[src/rtl/store_buffer.sv]
// Speculative store buffer: in-order allocate/commit, flush discard, drain to
// data memory over valid/ready, and youngest-match store-to-load forwarding.
module store_buffer #(
  parameter int unsigned STORE_BUFFER_SIZE = 4,
  parameter int unsigned IDX_W             = $clog2(STORE_BUFFER_SIZE)
) (
  input  logic                         clk_i,
  input  logic                         rstn_i,
  input  logic                         alloc_valid_i,
  input  logic [31:0]                  alloc_addr_i,
  input  logic [31:0]                  alloc_data_i,
  input  logic [1:0]                   alloc_size_i,
  output logic [IDX_W-1:0]             alloc_idx_o,
  output logic                         full_o,
  output logic                         empty_o,
  input  logic                         commit_valid_i,
  input  logic [IDX_W-1:0]             commit_idx_i,
  input  logic [STORE_BUFFER_SIZE-1:0] discard_i,
  output logic                         mem_req_valid_o,
  output logic [31:0]                  mem_req_addr_o,
  output logic [31:0]                  mem_req_data_o,
  output logic [1:0]                   mem_req_size_o,
  input  logic                         mem_req_ready_i,
  input  logic                         ld_check_valid_i,
  input  logic [31:0]                  ld_addr_i,
  input  logic [1:0]                   ld_size_i,
  output logic                         ld_hit_o,
  output logic [31:0]                  ld_data_o,
  output logic                         ld_conflict_o
);

  localparam logic [IDX_W:0] FULL_CNT = {1'b1, {IDX_W{1'b0}}};

  logic [STORE_BUFFER_SIZE-1:0] valid_q, valid_d, comm_q, comm_d;
  logic [31:0]                  addr_q [STORE_BUFFER_SIZE];
  logic [31:0]                  data_q [STORE_BUFFER_SIZE];
  logic [1:0]                   size_q [STORE_BUFFER_SIZE];
  logic [IDX_W-1:0]             head_q, head_d, tail_q, tail_d;
  logic [IDX_W:0]               count_q, count_d, n_comm;
  logic                         drain, any_discard, do_alloc;

  logic [3:0]                   ld_mask, st_mask;
  logic                         fwd_found;
  logic [IDX_W-1:0]             fwd_idx, scan_idx;
  logic [31:0]                  fwd_lane;

  function automatic logic [3:0] byte_mask(input logic [1:0] size, input logic [1:0] off);
    case (size)
      2'd0:    byte_mask = 4'b0001 << off;
      2'd1:    byte_mask = 4'b0011 << off;
      default: byte_mask = 4'b1111;
    endcase
  endfunction

  function automatic logic [31:0] size_mask(input logic [1:0] size);
    case (size)
      2'd0:    size_mask = 32'h0000_00FF;
      2'd1:    size_mask = 32'h0000_FFFF;
      default: size_mask = 32'hFFFF_FFFF;
    endcase
  endfunction

  assign alloc_idx_o = tail_q;
  assign full_o      = (count_q == FULL_CNT);
  assign empty_o     = (count_q == '0);

  assign mem_req_valid_o = valid_q[head_q] & comm_q[head_q];
  assign mem_req_addr_o  = mem_req_valid_o ? addr_q[head_q] : '0;
  assign mem_req_data_o  = mem_req_valid_o ? data_q[head_q] : '0;
  assign mem_req_size_o  = mem_req_valid_o ? size_q[head_q] : '0;

  assign drain       = mem_req_valid_o & mem_req_ready_i;
  assign any_discard = |discard_i;
  assign do_alloc    = alloc_valid_i & ~full_o & ~any_discard;

  always_comb begin
    valid_d = valid_q;
    comm_d  = comm_q;
    head_d  = head_q;
    tail_d  = tail_q;
    count_d = count_q;
    n_comm  = '0;

    if (commit_valid_i && valid_q[commit_idx_i]) comm_d[commit_idx_i] = 1'b1;

    // Applied after commit so a same-cycle commit protects its entry.
    for (int unsigned i = 0; i < STORE_BUFFER_SIZE; i++) begin
      if (discard_i[IDX_W'(i)] && !comm_d[IDX_W'(i)]) valid_d[IDX_W'(i)] = 1'b0;
    end

    if (drain) begin
      valid_d[head_q] = 1'b0;
      comm_d[head_q]  = 1'b0;
      head_d          = head_q + IDX_W'(1);
    end

    if (do_alloc) begin
      valid_d[tail_q] = 1'b1;
      comm_d[tail_q]  = 1'b0;
      tail_d          = tail_q + IDX_W'(1);
    end

    if (any_discard) begin
      for (int unsigned i = 0; i < STORE_BUFFER_SIZE; i++) begin
        n_comm = n_comm + (IDX_W+1)'(valid_d[IDX_W'(i)] & comm_d[IDX_W'(i)]);
      end
      tail_d  = head_d + n_comm[IDX_W-1:0];
      count_d = n_comm;
    end else begin
      case ({do_alloc, drain})
        2'b10:   count_d = count_q + (IDX_W+1)'(1);
        2'b01:   count_d = count_q - (IDX_W+1)'(1);
        default: count_d = count_q;
      endcase
    end
  end

  always_ff @(posedge clk_i or negedge rstn_i) begin
    if (!rstn_i) begin
      valid_q <= '0;
      comm_q  <= '0;
      head_q  <= '0;
      tail_q  <= '0;
      count_q <= '0;
    end else begin
      valid_q <= valid_d;
      comm_q  <= comm_d;
      head_q  <= head_d;
      tail_q  <= tail_d;
      count_q <= count_d;
    end
  end

  always_ff @(posedge clk_i) begin
    if (do_alloc) begin
      addr_q[tail_q] <= alloc_addr_i;
      data_q[tail_q] <= alloc_data_i;
      size_q[tail_q] <= alloc_size_i;
    end
  end

  // Oldest-to-youngest scan; the last overlapping entry seen is the youngest.
  always_comb begin
    ld_mask   = byte_mask(ld_size_i, ld_addr_i[1:0]);
    fwd_found = 1'b0;
    fwd_idx   = '0;
    scan_idx  = '0;
    for (int unsigned k = 0; k < STORE_BUFFER_SIZE; k++) begin
      scan_idx = head_q + IDX_W'(k);
      if (valid_q[scan_idx] && (addr_q[scan_idx][31:2] == ld_addr_i[31:2]) &&
          |(byte_mask(size_q[scan_idx], addr_q[scan_idx][1:0]) & ld_mask)) begin
        fwd_found = 1'b1;
        fwd_idx   = scan_idx;
      end
    end
    st_mask  = byte_mask(size_q[fwd_idx], addr_q[fwd_idx][1:0]);
    fwd_lane = data_q[fwd_idx] << {addr_q[fwd_idx][1:0], 3'b000};

    ld_hit_o      = 1'b0;
    ld_conflict_o = 1'b0;
    ld_data_o     = '0;
    if (ld_check_valid_i && fwd_found) begin
      if ((st_mask & ld_mask) == ld_mask) begin
        ld_hit_o  = 1'b1;
        ld_data_o = (fwd_lane >> {ld_addr_i[1:0], 3'b000}) & size_mask(ld_size_i);
      end else begin
        ld_conflict_o = 1'b1;
      end
    end
  end

endmodule

[config.mk]
export PLATFORM = sky130hd
export DESIGN_NAME = store_buffer
export DESIGN_NICKNAME = d
export VERILOG_FILES = /design/src/rtl/store_buffer.sv
export SDC_FILE = /design/constraint.sdc
export NUM_CORES = 1
export LEC_CHECK = 0
export CAP_MARGIN = 30
export CORE_ASPECT_RATIO = 0.7
export CORE_MARGIN = 2
export CORE_UTILIZATION = 57
export DETAILED_ROUTE_END_ITERATION = 7
export PLACE_DENSITY = 0.84
export REMOVE_ABC_BUFFERS = 1
export SYNTH_ARGS = -nofsm -noshare
export SYNTH_HDL_FRONTEND = slang
export SYNTH_SLANG_ARGS = --single-unit
[constraint.sdc]
create_clock -name clk_i -period 19.4 [get_ports clk_i]
set_input_delay 3.88 -clock clk_i [delete_from_list [all_inputs] [get_ports clk_i]]
set_output_delay 3.88 -clock clk_i [all_outputs]
set_load 0.005 [all_outputs]
Word-level counts from Yosys, hierarchy flattened
Memory sizes are Yosys's and may differ from the RTL's.
Cells that the tools add are included.
Widths: inputs -> output; s select.
{ "op_classes": {"reduce_logical": 35, "magnitude_cmp": 9, "n_eq_ne": 14, "n_bitwise": 23, "n_addsub": 10, "muxes": 60, "shift": 14} }
{ "op_table": {"columns": ["cell", "n"], "rows": [
  ["$mux 32", 6],
  ["$eq 30x30->1", 4],
  ["$pmux 32 s2", 1],
  ["$pmux 4 s2", 6],
  ["$and 32x32->32", 1],
  ["$and 4x4->4", 8],
  ["$shl 32x5->32", 1],
  ["$shr 32x5->32", 1],
  ["$shl 1x2->4 const A", 6],
  ["$shl 2x2->4 const A", 6],
  ["$mux 1", 23],
  ["$mux 4", 5],
  ["$reduce_or 4->1", 5],
  ["$lt 2x3->1 const B", 6],
  ["$logic_and 1x1->1", 17],
  ["$mux 2", 8],
  ["$eq 2x1->1 const B", 7],
  ["$bmux 1 s2", 6],
  ["$logic_not 2->1", 6],
  ["$and 1x1->1", 8],
  ["$not 4->4", 2],
  ["$or 4x4->4", 2],
  ["$demux 1 s2", 3],
  ["$ge 2x1->1 const B", 3],
  ["18 further kinds", 24]
]} }
{ "word_totals": {"mem_count": 3, "ramBits": 264, "out_inout_bits": 105, "reg_bits": 15, "elab_cells": 173} }
{ "memory_table": {"columns": ["name", "words", "width", "rd", "rd_ports_with_merged_regs", "wr", "line_no", "rtl"], "rows": [
  ["addr_q", 4, 32, 5, 0, 1, "35", "logic [31:0] addr_q [STORE_BUFFER_SIZE];"],
  ["data_q", 4, 32, 2, 0, 1, "36", "logic [31:0] data_q [STORE_BUFFER_SIZE];"],
  ["size_q", 4, 2, 5, 0, 1, "37", "logic [1:0] size_q [STORE_BUFFER_SIZE];"]
]} }

Longest topological paths before layout
Gate-level depths: netlist of run 1.
An unclocked memory read counts as a cell.
{ "logic_depth": {"depth_word": 20, "mapped_depth": 33, "depth_no_buf": 16} }

Worst setup path before layout of run 1
No wires, ideal clock.
{ "synth_path": {"path_kind": "input to output", "startpoint": "input ld_addr_i[21]", "endpoint": "output ld_data_o[3]", "stages": 18, "setup_slack_ns": 7.672, "required_time_ns": 15.520, "arrival_ns": 7.848, "path_cell_list": "clkbuf_1 -> inv_1 -> a222oi_1 -> mux2_2 -> nand4_1 -> or4_4 -> or4b_1 -> buf_2 -> a21o_1 -> buf_6 -> a32oi_2 -> o21ai_2 -> o31ai_4 -> buf_4 -> mux2i_1 -> o22ai_1 -> a211oi_1 -> a211oi_2"} }
{ "synth_between": {"elab_chain_len": 14} }
{ "synth_rtl": {"columns": ["item", "line_no", "rtl"], "rows": [
  ["from (decl)", "25", "input logic [31:0] ld_addr_i,"],
  ["branches (longest 13 deep; another with $mem_v2 4x32)", null, null],
  ["$mux 32 (*)", "162", "if (ld_check_valid_i && fwd_found) begin"],
  ["to (decl)", "28", "output logic [31:0] ld_data_o,"]
]} }
Every way passes the cells marked *.

Worst setup path in the final report of run 1
{ "layout_path": {"startpoint": "input ld_addr_i[1]", "endpoint": "output ld_data_o[3]"} }
{ "layout_between": {"elab_chain_len": 16} }
{ "layout_rtl": {"columns": ["item", "line_no"], "rows": [
  ["branches (longest 15 deep; another with $mem_v2 4x32)", null],
  ["$mux 32 (*)", "162"]
]} }
Marked as above.

==> results of run 1 <==
[metrics by stage]
stage               cells  setup TNS [ps]  setup WS, ps
global route         2364               0          3980
finish               2364               0          4480
global placement     2307               0          4880
CTS                  2362               0          4620
floorplan            1588         -300030         -8950
detailed placement   2308               0          4630
[final cells by class]
| type | count | share of cell area (%) |
|---|---|---|
| multi-input cells | 1278 | 48.4 |
| flip-flops and latches | 279 | 34.8 |
| repair buffers | 241 | 9.97 |
| clock buffers | 40 | 3.34 |
| well taps | 480 | 2.52 |
| clock inverters | 14 | 0.488 |
| inverters | 31 | 0.488 |
| diodes | 1 | 0.0105 |
[synth_stat cells, types with 20 or more instances]
cell      number
edfxtp_1     264
mux2i_1      172
o221ai_1     129
mux4_2       120
nand2_1       96
clkbuf_1      90
xnor2_1       78
a211oi_1      74
and3_1        70
nor2_1        58
o21ai_0       37
buf_2         36
o22ai_1       35
a22oi_1       34
a21o_1        29
inv_1         28
nor2b_1       28
nor3_1        21
a21oi_1       20
a221oi_1      20
buf_1         20
[placed cells by master (no fill, tap or decap), types with 8 or more instances in the layout]
cell	count
nand2b_1	8
mux2_2	13
ha_1	10
a31o_2	9
nand2_1	95
a22oi_1	34
mux2i_1	171
nor4b_1	8
buf_4	22
a21o_1	28
edfxtp_1	264
dfrtp_1	13
nor3_1	21
a21oi_1	19
nor2_1	58
xnor2_1	78
a221oi_1	20
o32ai_1	8
nand3_1	16
o22ai_1	35
mux4_2	120
nor4_1	9
clkdlybuf4s50_1	216
inv_1	28
o21ai_0	37
clkinv_2	10
a211oi_1	74
a211oi_2	9
xor2_1	12
nor2b_1	28
clkbuf_1	9
and3_1	70
and2_1	9
nand4_1	17
clkbuf_16	30
o221ai_1	129
a22o_1	8
[power by group through the flow]
stage | registers, W | clock network (W) | logic [W]
after floorplan | 0.000778 | 0 | 0.000929
after global placement | 0.000724 | 0 | 0.00109
after detailed placement | 0.000726 | 0 | 0.00110
after CTS | 0.000713 | 0.000551 | 0.00111
after global routing | 0.000716 | 0.000572 | 0.00120
final | 0.000713 | 0.000550 | 0.00115
[flip-flops by register name (all words and copies together), names as in the netlist]
register / count
data_q: 128
addr_q: 128
head_q: 2
size_q: 8
count_q: 3
valid_q: 4
comm_q: 4
alloc_idx_o: 2
[logic make-up after synthesis]
kind of cell	share of synthesized area, %
flip-flops	39.9
multiplexers	22.2
adder cells (fa/ha/maj)	0.853
AO/OA/AOI/OAI	18.5
AND/OR/NAND/NOR	9.86
buffers and inverters	4.99
XOR/XNOR	3.78
[per-layer routing]
metal | vias to the layer above | track usage (%) | wire length (um)
li1 | 7469 | - | -
met1 | 8683 | 51.5 | 27400
met2 | 1291 | 52.4 | 30000
met3 | 187 | 8.42 | 8860
met4 | 0 | 9.15 | 2030
met5 | - | 0 | 0
[final timing paths]
path	start	endpoint	slack, ps
max in group asynchronous	rstn_i	head_q[1]	15160
max	ld_addr_i[1]	ld_data_o[3]	4480
max reg2reg	head_q[0]	alloc_idx_o[1]	13930
min in group asynchronous	rstn_i	alloc_idx_o[0]	3720
min reg2reg	count_q[2]	count_q[2]	620
min	count_q[2]	count_q[2]	620
[critical path, delay by kind of cell]
family / cells / cell delay, ps
buf+inv: 6 / 2920
compound gates: 7 / 1640
simple gates: 6 / 2540
==> results by stage, run 1 <==
Run status:
- The run finished with clean final reports.

Job:
- The total of max-cap violations is 0.

Global route:
- The first global-routing pass estimated between 100000 and 150000 um of wire.
- The via count of the first global-routing pass came to roughly 17000.
- Entering global routing, the biggest net connects 121 pins.
- Global routing used 35.1% of the available tracks.
- The total global routing overflow is 0.
- The initial antenna violation count is 3.

Routing:
- For this block, the via count after detailed routing is 17630.
- For this run, the detailed router's first-pass iteration total came to 6.
- Dividing the detail-routed wire length by the instance count gives 28.9 um.
- The post-detailed-routing wire length is 68300 um.
- The vias per cell is 7.46.
- The first routing iteration left approximately 2600 violations.
- The post-route DRC violation count is 0.
- Once detail routing completed, the nets flagged for antenna violations numbered 0.

CTS:
- The clock transition at the registers of the reported paths is 60 ps.
- Post-CTS repair changed the size of 0 cells.
- The clock network latency to the later pin of the worst-skew pair is 580 ps.
- The number of clock buffers inserted by TritonCTS is 29.
- The clock tree root driver cell is clkbuf_16.
- After clock tree synthesis, the setup repair step added 0 buffers.
- The maximum root-to-sink buffer count is 3.
- In this run the number of H-tree levels came out at 1.
- The clock tree from TritonCTS is done.
- The hold buffer count at cts is 0.
- The clock sink count is 279.

Timing:
- The worst path in the final design needs a cycle of ~15000 ps, including I/O delays and setup.
- The worst path uses approximately three quarters of the clock period.
- Setup repair after global routing left no endpoint under its margin.
- The final count of negative-setup-slack endpoints is 0.
- The transition time of the tightest slew-check pin is 992 ps.
- The relative slew slack is 33.5%.
- Hold is met by 619 ps.
- The number of pins exceeding their max-slew limit in the final report was 0.
- The largest clock skew in the final design is 6.89 ps.
- Timing would allow up to ~67 MHz.
- The number of endpoints with negative hold slack in the final report was 0.

Synthesis:
- The top cell type by total area after synthesis is edfxtp_1.
- Sequential elements use 39.9% of the synthesized area.
- The number of distinct library cell variants in the gate-level netlist after synthesis is 99.
- The number of warnings issued by yosys is 0.
- In this run the mean area of a mapped cell was 11.8 um2.
- Counting flops with an async set or reset pin after synthesis yields a share of approximately 5.4%.
- The number of instances in the synthesized netlist is 1768.
- Synthesis inferred around 280 register bits.
- The number of synthesized flops with an enable pin is about 260.
- The top cell type by area accounts for 38.1% of the synthesized area.
- The most instantiated flip-flop cell in the synthesis netlist is edfxtp_1.
- The post-synthesis instance area is 0.0208 mm2.
- Sorting the synthesized cells by area gives the leading types as edfxtp_1, mux4_2, mux2i_1.

Power:
- The power density relative to cell area is 101 mW/mm2.
- The cell internal power dissipation is 0.00147 W.
- The clock network fraction of design power is 22.8%.
- Combinational logic is responsible for between 40% and 50% of the overall power.
- The switching power total is 0.000935 W.
- VDD sags by at most 104 uV.
- The fraction of power consumed by sequential logic is 29.6%.
- The switching power share of the total is approximately two fifths.
- The standby leakage power is 8.35 nW.
- After layout, the design draws a total of 0.00241 W.

Critical path:
- The endpoint required time on the critical path is 15520 ps.
- The worst setup path is launched from a primary input.
- Data on the critical path arrives at its endpoint at 11040 ps.
- The top fanout value on the critical path is 67.
- The number of cells on the worst reg-to-reg path is 13.
- On the worst path, the slowest cell contributes a delay of 680 ps.
- Walking the worst path, the cells encountered are clkdlybuf4s50_1 > buf_4 > nor2b_1 > a211oi_1 > o221ai_1 > nor4b_1 > and3_1 > buf_4 > o31ai_1 > a21oi_4 > buf_4 > nand4_1 > o31ai_4 > buf_4 > a311oi_1 > nand3b_1 > nand3_2 > a211oi_2 > clkdlybuf4s50_1.
- On the critical path, the stage with the largest delay is an instance of nor2b_1.
- The cell that appears most often on the critical path is buf_4.
- The classification of the worst setup path is primary input to output port.
- The endpoint class of the critical path is an output port.

Floorplan:
- The die area is 0.0381 mm2.
- In this run the count of I/O pins placed on the die edge is 217.
- The floorplan step defined a core boundary enclosing 0.0360 mm2.
- The initial standard-cell utilization of the core is 57.9%.
- The placement row count is 58.
- From left edge to right edge, the die measures 232 um.
- The height of the chip is 164 um.

Finish:
- The area growth from synthesis to layout is 14.6%.
- Counting the fill cells in the layout gives 2713.
- In the final layout, the multi-input gates occupy 0.0115 mm2.
- After the last flow step, the layout net total stands at a little under 2000.
- Cells with a size suffix above 1 make up a little over an eighth of the layout.
- In the final layout, flip-flops and latches occupy ~0.0083 mm2.
- With fillers left out, the area of the finished cells amounts to 0.0239 mm2.
- Once layout is complete, the utilization of the core stands at between 60% and 70%.

Place:
- During placement, the flow inserted port buffers numbering approximately 220.
- The placed wire-length estimate after detailed placement is 46100 um.
- At the end of routability-driven placement, the weighted congestion stood at slightly below 1.
- The post-place instance area is between 0.02 and 0.025 mm2.

Min path:
- The worst hold path passes through 2 cells.
- The path class of the tightest hold or removal check is flop to flop.
(Power assumes the default switching activity.)
==> run 2, diff against run 1 <==
--- a/config.mk
+++ b/config.mk
@@ -8,9 +8,9 @@
 export CAP_MARGIN = 30
 export CORE_ASPECT_RATIO = 0.7
 export CORE_MARGIN = 2
-export CORE_UTILIZATION = 57
+export CORE_UTILIZATION = 53
 export DETAILED_ROUTE_END_ITERATION = 7
-export PLACE_DENSITY = 0.84
+export PLACE_DENSITY = 0.82
 export REMOVE_ABC_BUFFERS = 1
 export SYNTH_ARGS = -nofsm -noshare
 export SYNTH_HDL_FRONTEND = slang
==> constraint.sdc (replaced) <==
create_clock -name clk_i -period 13.1 [get_ports clk_i]
set_input_delay 2.62 -clock clk_i [delete_from_list [all_inputs] [get_ports clk_i]]
set_output_delay 2.62 -clock clk_i [all_outputs]
set_load 0.005 [all_outputs]
==> results by stage, run 2 (synthesis gave the netlist of run 1 again) <==
Critical path:
- The endpoint class of the critical path is an output port.
- STA classifies the critical path startpoint as a primary input.
- The worst setup path is of the primary input to output port kind.
- STA puts the critical path data arrival time at 9760 ps.
- The endpoint required time on the critical path is roughly 10000 ps.
- The worst register-to-register path begins at head_q[1].
- Along the worst path, the maximum fanout reaches 37.
- The first element of the critical path is ld_addr_i[1].

CTS:
- The later pin in the worst-skew pair is clocked with a latency of 610 ps.
- TritonCTS built the clock tree.
- Buffers inserted to repair hold after CTS numbered 0.
- The clock net in this run drives a total of 279 sinks.
- Post-CTS repair changed the size of 0 cells.
- The number of clock buffers inserted by TritonCTS is 30.
- The tree is rooted in a clkbuf_16.
- In this run the number of H-tree levels came out at 1.
- After clock tree synthesis, the clock-pin slew on the worst setup and hold paths is 60 ps.
- In this run the deepest clock path goes through 3 buffers.
- The number of setup buffers added after CTS is 0.

Floorplan:
- The placeable core region is roughly 0.039 mm2.
- Measured along the x axis, the die boundary spans roughly 240 um.
- The die covers 0.0409 mm2.
- The placement row count is 60.
- The initial standard-cell utilization of the core is 54.0%.
- The top-level I/O count is 217.
- The height of the chip is about 170 um.

Job:
- The total of max-cap violations is 0.

Place:
- The number of placed instances with taps included is 2362.
- The placed wire-length estimate after detailed placement is 47300 um.
- After detailed placement, the total cell area comes to between 0.02 and 0.025 mm2.
- The worst setup timing slack at the placement stage is around 930 ps.
- The count of buffers from port buffering is around 220.
- The global placement routability congestion is 0.981.

Routing:
- The routed layout has 17663 vias.
- In this run the remaining antenna-violating nets after routing total 0.
- Wires add up to a little under 70000 um.
- For this run, design rule violations remaining after detail routing come to 0.
- The detail-routed net length per standard cell is roughly 29 um.
- The vias per cell is 7.30.
- The number of search-and-repair iterations in the first detailed-routing pass is 6.
- The initial DRC count is 2603.

Global route:
- Global routing finished with a remaining overflow of 0.
- The pin count of the biggest net entering global routing is 160.
- The routing usage on met1 is 49.0%.
- The wire length of the first global-routing pass is 103000 um.
- Global routing consumed, over all layers together, 33.2% of the routing resources.
- The met2 usage in global routing is 49.5%.
- The initial antenna violation count is 3.
- The via count of the first global-routing pass came to 16595.
- The met3 capacity usage during global routing is 8.11%.
- The busiest layer in global routing is met2.

Finish:
- The area growth from synthesis to layout is 15.2%.
- The post-route netlist has between 10% and 20% of its cells at a drive strength greater than 1.
- The layout has around 3000 filler cells.
- The final cell area excluding filler cells is about 0.024 mm2.
- The area of combinational cells with multiple inputs is 0.0115 mm2.
- The storage element area is 0.00831 mm2.
- The finished layout holds 2420 standard cells, fillers aside.
- In the final layout, the registers with the most flip-flops are addr_q: 128 flops, data_q: 128 flops, size_q: 8 flops.
- Leaving out fill and tap cells, the most frequent cell in the layout is edfxtp_1.
- The final layout contains 1993 nets.
- In the layout the commonest cells are edfxtp_1, clkdlybuf4s50_1, mux2i_1, o221ai_1, mux4_2.

Timing:
- The part of the cycle the worst path needs is ~94%.
- The summed negative setup slack over all endpoints is 0 ps.
- The number of pins exceeding their max-slew limit in the final report is 0.
- For the pin with the worst max-slew slack, the measured transition is 1070 ps.
- The achievable clock frequency is 80.8 MHz.
- The shortest period the worst path allows is approximately 12000 ps.
- In the post-route analysis, the smallest setup slack over all paths is 725 ps.
- The number of endpoints with negative hold slack in the final report is 0.
- The largest clock skew in the final design is 26.2 ps.
- Setup repair after global routing left no endpoint under its margin.
- Setup violations remaining at the end of the flow were counted as 0.
- The relative slew slack is 28.4%.

Power:
- In this run, flip-flops and latches consume just under 30% of the power.
- Combinational logic burns a little under half of the power.
- The cell internal power dissipation is 0.00219 W.
- Summed over all cells, the static leakage comes to 8.38 nW.
- The maximum ir drop on the vdd rail is 126 uV.
- For this design the ratio of total power to cell area is about 150 mW/mm2.
- Net switching is 38.6% of the power.
- In this run, the clock network consumes 23.0% of the power.
- Summed over all nets, the switching power comes to approximately 0.0014 W.

Min path:
- The type of the tightest min-delay check is flop to flop.
- The startpoint of the most critical hold path is count_q[2].

Run status:
- The run finished with clean final reports.
-- run 2: cell count changes in the layout (fill, tap and decap cells not counted), sizes merged --
cell and change:
buf +7, clkbuf -5, clkinv +4, diode +2, bufinv +1, clkinvlp +1, inv -1
-- run 2: final timing paths --
kind	end	cells past startpoint	slack [ps]
worst max register to register	alloc_idx_o[1]	14	7480
worst min register to register	count_q[2]	2	650
max in group asynchronous	head_q[0]	1	10080
min in group asynchronous	count_q[2]	1	2470
worst min-delay path	count_q[2]	2	650
worst max-delay path	ld_data_o[2]	18	720
-- run 2: layer usage --
layer | share of wire, % | vias up
met1 | 41 | 8844
met4 | 2.5 | 0
met2 | 44 | 1185
met5 | 0 | -
met3 | 13 | 161
li1 | - | 7473
-- run 2: cell type report --
type	instances	area share (%)
multi-input combinational	1278	48.1
sequential	279	34.6
timing repair buffer	248	10.2
clock buffer	35	3.21
tap	527	2.75
clock inverter	19	0.646
inverter	31	0.485
antenna	3	0.0313
-- run 2: power groups by stage --
stage | clock network [W] | registers (W) | logic, W
after detailed placement | 0 | 0.00106 | 0.00166
after global routing | 0.000861 | 0.00104 | 0.00180
after floorplan | 0 | 0.00115 | 0.00138
final | 0.000821 | 0.00104 | 0.00171
after CTS | 0.000830 | 0.00104 | 0.00167
after global placement | 0 | 0.00105 | 0.00163
-- run 2: critical path, cell delays in order --
cell	delay [ps]
clkdlybuf4s50_1	450
buf_4	330
nor2b_1	720
a211oi_1	120
buf_4	210
o221ai_1	210
nor4b_1	640
and4_1	620
a21o_2	690
buf_4	560
o221ai_1	210
a211oi_1	310
a21oi_1	120
nor4_1	200
nand3b_1	220
nand3_2	500
a211oi_2	390
clkdlybuf4s50_1	570
-- run 2: through the flow --
step | util (%) | total power, W | hold slack, ps
6_report | 62.2 | 0.00357 | 653
5_1_grt | 62.2 | 0.00370 | 681
4_1_cts | 62.1 | 0.00353 | 653
3_5_place_dp | 59.7 | 0.00271 | 637
3_3_place_gp | 59.7 | 0.00268 | 591
2_1_floorplan | - | 0.00253 | 560
